===== src/rtl/ram_burst_reader.sv =====
// Burst read engine for the 128x8 RAM: issues sequential reads and streams the bytes out over valid/ready.
// Optional checksum output enabled by defining RAM_BURST_READER_CHECKSUM_EN.
module ram_burst_reader #(
  parameter int ADDR_W = 7,
  parameter int DATA_W = 8,
  parameter int LEN_W  = 8
) (
  input  logic              i_clk,
  input  logic              i_rst,
  input  logic              i_start,
  input  logic [ADDR_W-1:0] i_start_addr,
  input  logic [LEN_W-1:0]  i_len,
  output logic              o_busy,
  output logic              o_done,
  output logic [ADDR_W-1:0] o_rd_addr,
  input  logic [DATA_W-1:0] i_ram_q,
  output logic              o_m_valid,
  input  logic              i_m_ready,
  output logic [DATA_W-1:0] o_m_data,
  output logic              o_m_last
`ifdef RAM_BURST_READER_CHECKSUM_EN
  ,
  output logic [DATA_W-1:0] o_csum
`endif
);

  localparam logic [1:0] S_IDLE = 2'd0;
  localparam logic [1:0] S_RUN  = 2'd1;
  localparam logic [1:0] S_DONE = 2'd2;

  logic [1:0]        r_state;
  logic [ADDR_W-1:0] r_base;
  logic [ADDR_W-1:0] r_rd_addr;
  logic [LEN_W-1:0]  r_len;
  logic [LEN_W-1:0]  r_issued;
  logic              r_inflight;
  logic              r_inflight_last;
  logic [DATA_W-1:0] r_fifo_data [2];
  logic [1:0]        r_fifo_last;
  logic              r_wp;
  logic              r_rp;
  logic [1:0]        r_cnt;

  logic              w_pop;
  logic              w_push;
  logic              w_room;
  logic              w_issue;
  logic [2:0]        w_occ;
  logic [ADDR_W-1:0] w_issue_addr;

  // A read in flight already owns a FIFO slot, so count it as occupied.
  assign w_pop        = o_m_valid & i_m_ready;
  assign w_push       = r_inflight;
  assign w_occ        = {1'b0, r_cnt} + {2'b00, r_inflight};
  assign w_room       = (w_occ < 3'd2) || ((w_occ == 3'd2) && w_pop);
  assign w_issue      = (r_state == S_RUN) && (r_issued < r_len) && w_room && !i_rst;
  assign w_issue_addr = r_base + r_issued[ADDR_W-1:0];

  assign o_rd_addr = w_issue ? w_issue_addr : r_rd_addr;
  assign o_busy    = (r_state != S_IDLE);
  assign o_done    = (r_state == S_DONE);
  assign o_m_valid = (r_cnt != 2'd0);
  assign o_m_data  = r_fifo_data[r_rp];
  assign o_m_last  = r_fifo_last[r_rp] & o_m_valid;

  always_ff @(posedge i_clk) begin
    if (i_rst) begin
      r_state         <= S_IDLE;
      r_base          <= '0;
      r_rd_addr       <= '0;
      r_len           <= '0;
      r_issued        <= '0;
      r_inflight      <= 1'b0;
      r_inflight_last <= 1'b0;
      r_fifo_data[0]  <= '0;
      r_fifo_data[1]  <= '0;
      r_fifo_last     <= '0;
      r_wp            <= 1'b0;
      r_rp            <= 1'b0;
      r_cnt           <= '0;
    end else begin
      r_inflight      <= w_issue;
      r_inflight_last <= w_issue && (r_issued == (r_len - 1'b1));
      if (w_issue) begin
        r_issued  <= r_issued + 1'b1;
        r_rd_addr <= w_issue_addr;
      end
      // RAM output is registered: the byte for last cycle's address is on i_ram_q now.
      if (w_push) begin
        r_fifo_data[r_wp] <= i_ram_q;
        r_fifo_last[r_wp] <= r_inflight_last;
        r_wp              <= ~r_wp;
      end
      if (w_pop) r_rp <= ~r_rp;
      r_cnt <= r_cnt + {1'b0, w_push} - {1'b0, w_pop};
      case (r_state)
        S_IDLE: if (i_start) begin
          r_base   <= i_start_addr;
          r_len    <= i_len;
          r_issued <= '0;
          r_state  <= (i_len == '0) ? S_DONE : S_RUN;
        end
        S_RUN:   if (w_pop && o_m_last) r_state <= S_DONE;
        S_DONE:  r_state <= S_IDLE;
        default: r_state <= S_IDLE;
      endcase
    end
  end

`ifdef RAM_BURST_READER_CHECKSUM_EN
  logic [DATA_W-1:0] r_csum;
  assign o_csum = r_csum;

  always_ff @(posedge i_clk) begin
    if (i_rst)                             r_csum <= '0;
    else if (r_state == S_IDLE && i_start) r_csum <= '0;
    else if (w_pop)                        r_csum <= r_csum + o_m_data;
  end
`endif

endmodule

===== config.mk =====
export PLATFORM = sky130hd
export DESIGN_NAME = ram_burst_reader
export DESIGN_NICKNAME = d
export VERILOG_FILES = /design/src/rtl/ram_burst_reader.sv
export SDC_FILE = /design/constraint.sdc
export NUM_CORES = 1
export LEC_CHECK = 0
export CAP_MARGIN = 20
export CORE_ASPECT_RATIO = 0.9
export CORE_UTILIZATION = 45
export DETAILED_ROUTE_END_ITERATION = 10
export GPL_ROUTABILITY_DRIVEN = 0
export GPL_TIMING_DRIVEN = 1
export PLACE_DENSITY = 0.68
export SLEW_MARGIN = 40
export SYNTH_ARGS = -nofsm -noshare
export SYNTH_HDL_FRONTEND = slang
export SYNTH_SLANG_ARGS = --single-unit

===== constraint.sdc =====
create_clock -name i_clk -period 6.3 [get_ports i_clk]
set_input_delay 1.26 -clock i_clk [delete_from_list [all_inputs] [get_ports i_clk]]
set_output_delay 1.26 -clock i_clk [all_outputs]
set_load 0.02 [all_outputs]

# After elaboration in Yosys (flattened, before gate mapping)

Memories as Yosys holds them, arrays and structs flattened. A register that Yosys moved wholly into a read port is not among the register bits.
Cells that the tools add are included.

Flip-flop bits (word level): 40
Bits in writable memories: 16
Bits of input ports: 27
Output and inout port bits: 19
Word-level logic and storage cells: 72
Memories kept: 1

$add $sub $neg: 6
Order comparisons: 5
Eq/ne operators: 6
Muxes and demuxes: 23
Bitwise gates (word level): 4
Reductions and logical operators: 16

Memories:

| memory      | depth | width | read ports | clocked after Yosys merged registers in | write ports | line | text |
|---|---|---|---|---|---|---|---|
| r_fifo_data | 2     | 8     | 1          | 1                                       | 2           | 38   | `logic [DATA_W-1:0] r_fifo_data [2];` |

Operator list:

| kind                                                       | count |
|---|---|
| two-way mux 8 bit                                          | 4 |
| two-way mux 1 bit                                          | 12 |
| adder 8 x 1 -> 8 bit, second input constant                | 1 |
| == test 8 bit                                              | 1 |
| logical NOT 8 bit                                          | 1 |
| less-than comparator 8 bit                                 | 1 |
| OR reduction 8 bit                                         | 1 |
| subtractor 8 x 1 -> 8 bit, second input constant           | 1 |
| adder 7 bit                                                | 1 |
| logical AND 1 bit                                          | 7 |
| two-way mux 7 bit                                          | 1 |
| two-way mux 2 bit                                          | 3 |
| less-than comparator 1 x 2 -> 1 bit, second input constant | 2 |
| case mux 2 bit (2 select lines)                            | 1 |
| AND reduction 2 bit                                        | 2 |
| nonzero test 2 bit                                         | 2 |
| adder 2 x 1 -> 3 bit                                       | 1 |
| == test 3 x 2 -> 1 bit, second input constant              | 1 |
| less-than comparator 3 x 2 -> 1 bit, second input constant | 1 |
| adder 2 x 1 -> 2 bit                                       | 1 |
| bitwise AND 1 bit                                          | 2 |
| bitwise mux 2 bit                                          | 1 |
| == test 2 x 1 -> 1 bit, second input constant              | 1 |
| == test 2 bit, second input constant                       | 1 |
| other kinds (9)                                            | 10 |

# Depth between registers and ports, before layout

Word-level depth: 9
Gate-level depth with buffers: 9
Depth with buffers taken out: 8

# Worst setup path after synthesis

OpenSTA, ideal clock, no wires.

Path type: input to output
From: in i_rst
To: out o_rd_addr[2]
Data arrival time: 2.607 ns
Required time: 5.040 ns
Path slack: 2.433 ns
Cell stages on the path: 6
Path buffers: 1
Cell sequence: buf_2 or3_1 nor3_1 nand2_1 clkinv_1 mux2_2

Word-level cells in the longest chain between the ends: 3

Ends and longest elaborated chain:

| what               | line | text |
|---|---|---|
| start: declaration | 9    | `input logic i_rst,` |
| logical NOT 1 bit  | 56   | `assign w_issue = (r_state == S_RUN) && (r_issued < r_len) && w_room && !i_rst;` |
| logical AND 1 bit  | 56   |  |
| two-way mux 7 bit  | -    |  |
| end: declaration   | 15   | `output logic [ADDR_W-1:0] o_rd_addr,` |

No other way between the ends.

# Worst setup path in the final report

From: in i_m_ready
To: out o_rd_addr[5]

Word-level cells in the longest chain between the ends: 6

Ends and longest elaborated chain:

| what                            | line | text |
|---|---|---|
| start: declaration              | 18   | `input logic i_m_ready,` |
| bitwise AND 1 bit               | 52   | `assign w_pop = o_m_valid & i_m_ready;` |
| named net w_pop                 | 44   | `logic w_pop;` |
| logical AND 1 bit               | 55   | `assign w_room = (w_occ < 3'd2) \|\| ((w_occ == 3'd2) && w_pop);` |
| logical OR 1 bit                | 55   |  |
| logical AND 1 bit (2 in series) | 56   |  |
| two-way mux 7 bit               | -    |  |

The timed path passes the listed nets, and every way through them passes these cells.

==> reports/metrics.csv <==
stage;metric;value;unit
global_routing;antenna violations before repair;0;
detailed_routing;final WL;6600;um
synth;Mapped Cells;344;
finish;Nets;439;
timing;achievable clock frequency;0.203;GHz
detailed_routing;DRC viols;0;
cts;CTS tree;done;
finish;Area Overhead vs Synth;23.2;%
global_routing;global-route wire length before repair;11700;um
worst_setup_path;critical-path cell list;clkdlybuf4s50_1, o21a_2, a31oi_1, nor3_1, nand2_1, clkinv_1, mux2_2, clkdlybuf4s50_1;
worst_setup_path;critical path's slowest cell;clkdlybuf4s50_1;
cts;CTS H-tree lvls;3;
synth;Synth Register Bits;57;
finish;Final Non-Filler Cells;485;
die;CORE AREA;0.00666;mm^2
synth;Top FF cell, synth;dfxtp_1;
timing;Setup Skew;0.0118;ns
timing;final setup TNS;0;ns
cts;Setup Fix Bufs, Post-CTS;0;
cts;Root Driver;clkbuf_8;
synth;distinct cell type count after synthesis;45;
placed_design;Setup WS pre-CTS;1.35;ns
outcome;status;finished, final reports clean;
cts;CTS Hold Bufs;0;
power_and_ir_drop;VDD IR max;142;uV
worst_setup_path;Required @ worst endpoint;5.04;ns
worst_setup_path;CP Max Fanout;6;
worst_setup_path;CP dominant cell by count;clkdlybuf4s50_1;
global_routing;largest net degree at the start of global routing;37;
timing;Slew Viols, Final;0;
global_routing;GR Overflow Total;0;
timing;part of the cycle the worst path needs;78.0;%
cts;Clk pin slew, worst setup/hold paths;0.07;ns
synth;Syn Area/Cell;9.07;um^2
die;I/O Pins;46;
timing;Final setup viols;0;
worst_setup_path;CP max stage delay;0.53;ns
synth;Synth Cell Area;0.00312;mm^2
synth;ys async rst share;0;%
timing;WHS;0.449;ns
die;die height;81.0;um
detailed_routing;DR WL/cell;13.6;um
detailed_routing;Iteration-0 DRC Markers;63;
timing;Max transition margin;60.0;%
die;starting density of the core;46.9;%
die;die width;89.8;um
worst_setup_path;Setup crit end kind;output port;
worst_setup_path;Crit Path Class;in -> out;
cts;CTS resizes;0;
synth;Mapped Nets;393;
timing;final hold vios;0;
timing;crit path time final;4.91;ns
power_and_ir_drop;P_leak;0.00142;uW
detailed_routing;Via density;5.26;
synth;Post-synth EDFFs;16;
cts;Clock Tree Buf Depth;2;
cts;TritonCTS Buffers;9;
detailed_routing;drt first pass iters;4;
finish;Filler Cell Count;614;
synth;post-synthesis sequential area ratio;41.7;%
global_routing;vias in the first global route;2483;
finish;fraction of layout cells with a size suffix above 1;9.37;%
die;# rows;28;
synth;Synth Warn #;0;
min_path;HP Class;reg -> reg;
power_and_ir_drop;power per cell area;276;mW/mm^2
worst_setup_path;crit path launch type;input port;
worst_setup_path;worst path arrival time;3.65;ns
placed_design;Port Buf Inserts;45;
die;die area;0.00727;mm^2
finish;n_diodes;0;
placed_design;number of cells after detailed placement;469;
timing;RSZ-0062 raised after global routing;no;
detailed_routing;Detail Route Antenna Nets;0;
timing;worst setup margin;1.39;ns
flow_run;max cap viols;0;
detailed_routing;vias;2549;
timing;Worst-Margin Slew;0.601;ns
cts;clock latency on the worst-skew pair;0.35;ns
cts;CTS sink cnt;57;
placed_design;HPWL reported at the end of detailed placement;4770;um
global_routing;All-Layer GR Usage;20.5;%
[final timing paths]
| check | start | endpoint | slack, ns | depth (start not counted) |
|---|---|---|---|---|
| setup / recovery | i_m_ready | o_rd_addr[5] | 1.39 | 8 |
| setup reg to reg | r_inflight | r_rd_addr[1] | 3.87 | 7 |
| hold / removal | r_inflight_last | r_fifo_last[1] | 0.45 | 2 |
| hold reg to reg | r_inflight_last | r_fifo_last[1] | 0.45 | 2 |
[cells in the mapped netlist, drive strengths merged, types with 5 or more instances]
cell	number	area share [%]
or3	5	1.2
edfxtp	16	15
dfxtp	41	26
nor2	15	1.8
and2	17	3.4
o31ai	5	1.2
mux2	13	4.7
nand2	38	4.6
ha	21	8.4
nand3	13	2.1
a21oi	37	5.9
inv	22	2.6
xnor2	18	5.1
nor4	6	1.2
clkbuf	9	1.1
o21ai	16	2.6
or4	5	1.2
[layout by cell type, fill, tap and decap left out, drive strengths merged, types with 5 or more instances in the layout]
cell,count
nand3,13
nand2,38
dfxtp,41
or3,5
clkbuf,10
nor2,15
xnor2,18
and2,17
ha,21
inv,22
or4,5
clkdlybuf4s50,45
o31ai,5
nor4,6
a21oi,37
mux2,13
edfxtp,16
o21ai,16
[area by class of cell]
| cell class | instances | area, um^2 | share of cell area, % |
|---|---|---|---|
| clock buffers | 10 | 128 | 3.32 |
| clock inverters | 6 | 60.1 | 1.56 |
| inverters | 23 | 86.3 | 2.24 |
| multi-input cells | 251 | 1690 | 43.8 |
| flip-flops and latches | 57 | 1300 | 33.8 |
| well taps | 90 | 113 | 2.93 |
| repair buffers | 48 | 473 | 12.3 |
[kinds of logic (layout without fill, tap and decap cells)]
logic type / Yosys count / count (layout) / share of synthesized area, %
flip-flops: 57 / 57 / 41.7
AO/OA/AOI/OAI: 77 / 77 / 14.3
adder cells (fa/ha/maj): 22 / 22 / 9.06
multiplexers: 15 / 15 / 5.33
buffers and inverters: 36 / 87 / 4.61
XOR/XNOR: 19 / 19 / 5.33
AND/OR/NAND/NOR: 118 / 118 / 19.7
[power breakdown]
part	switching, uW	total [uW]	internal, uW
Sequential	30.3	438	408
Combinational	152	294	142
Clock	149	329	180
[worst max-delay path, delay by kind of cell]
family / cells / cell delay [ns]
AOI/OAI and AO/OA: 2 / 0.31
buffers and inverters: 3 / 1.18
muxes: 1 / 0.35
and+or+nand+nor: 2 / 0.54
[metrics by stage]
stage / power (uW) / util (%) / area [um^2]
2_1_floorplan: 638 / - / 3120
3_3_place_gp: 735 / 54.8 / 3650
3_5_place_dp: 742 / 55.0 / 3660
4_1_cts: 1070 / 57.8 / 3850
5_1_grt: 1120 / 57.8 / 3850
6_report: 1060 / 57.8 / 3850
[layer usage]
layer	up-vias	GRT usage, %	routed length (um)
met2	69	36.0	3140
li1	1306	-	-
met1	1166	24.3	3090
met5	-	0	0
met4	0	8.20	72
met3	8	5.34	298
[flip-flops by register name, summed over array words and instances (netlist names), named ones only]
name and count:
r_rp 1, r_fifo_data 16, r_wp 1, r_rd_addr 7, r_cnt 2, r_state 2, r_fifo_last 2, r_inflight 1
r_issued 8, r_base 7, r_len 8, r_inflight_last 1
Power figures use the tool's default switching activity.
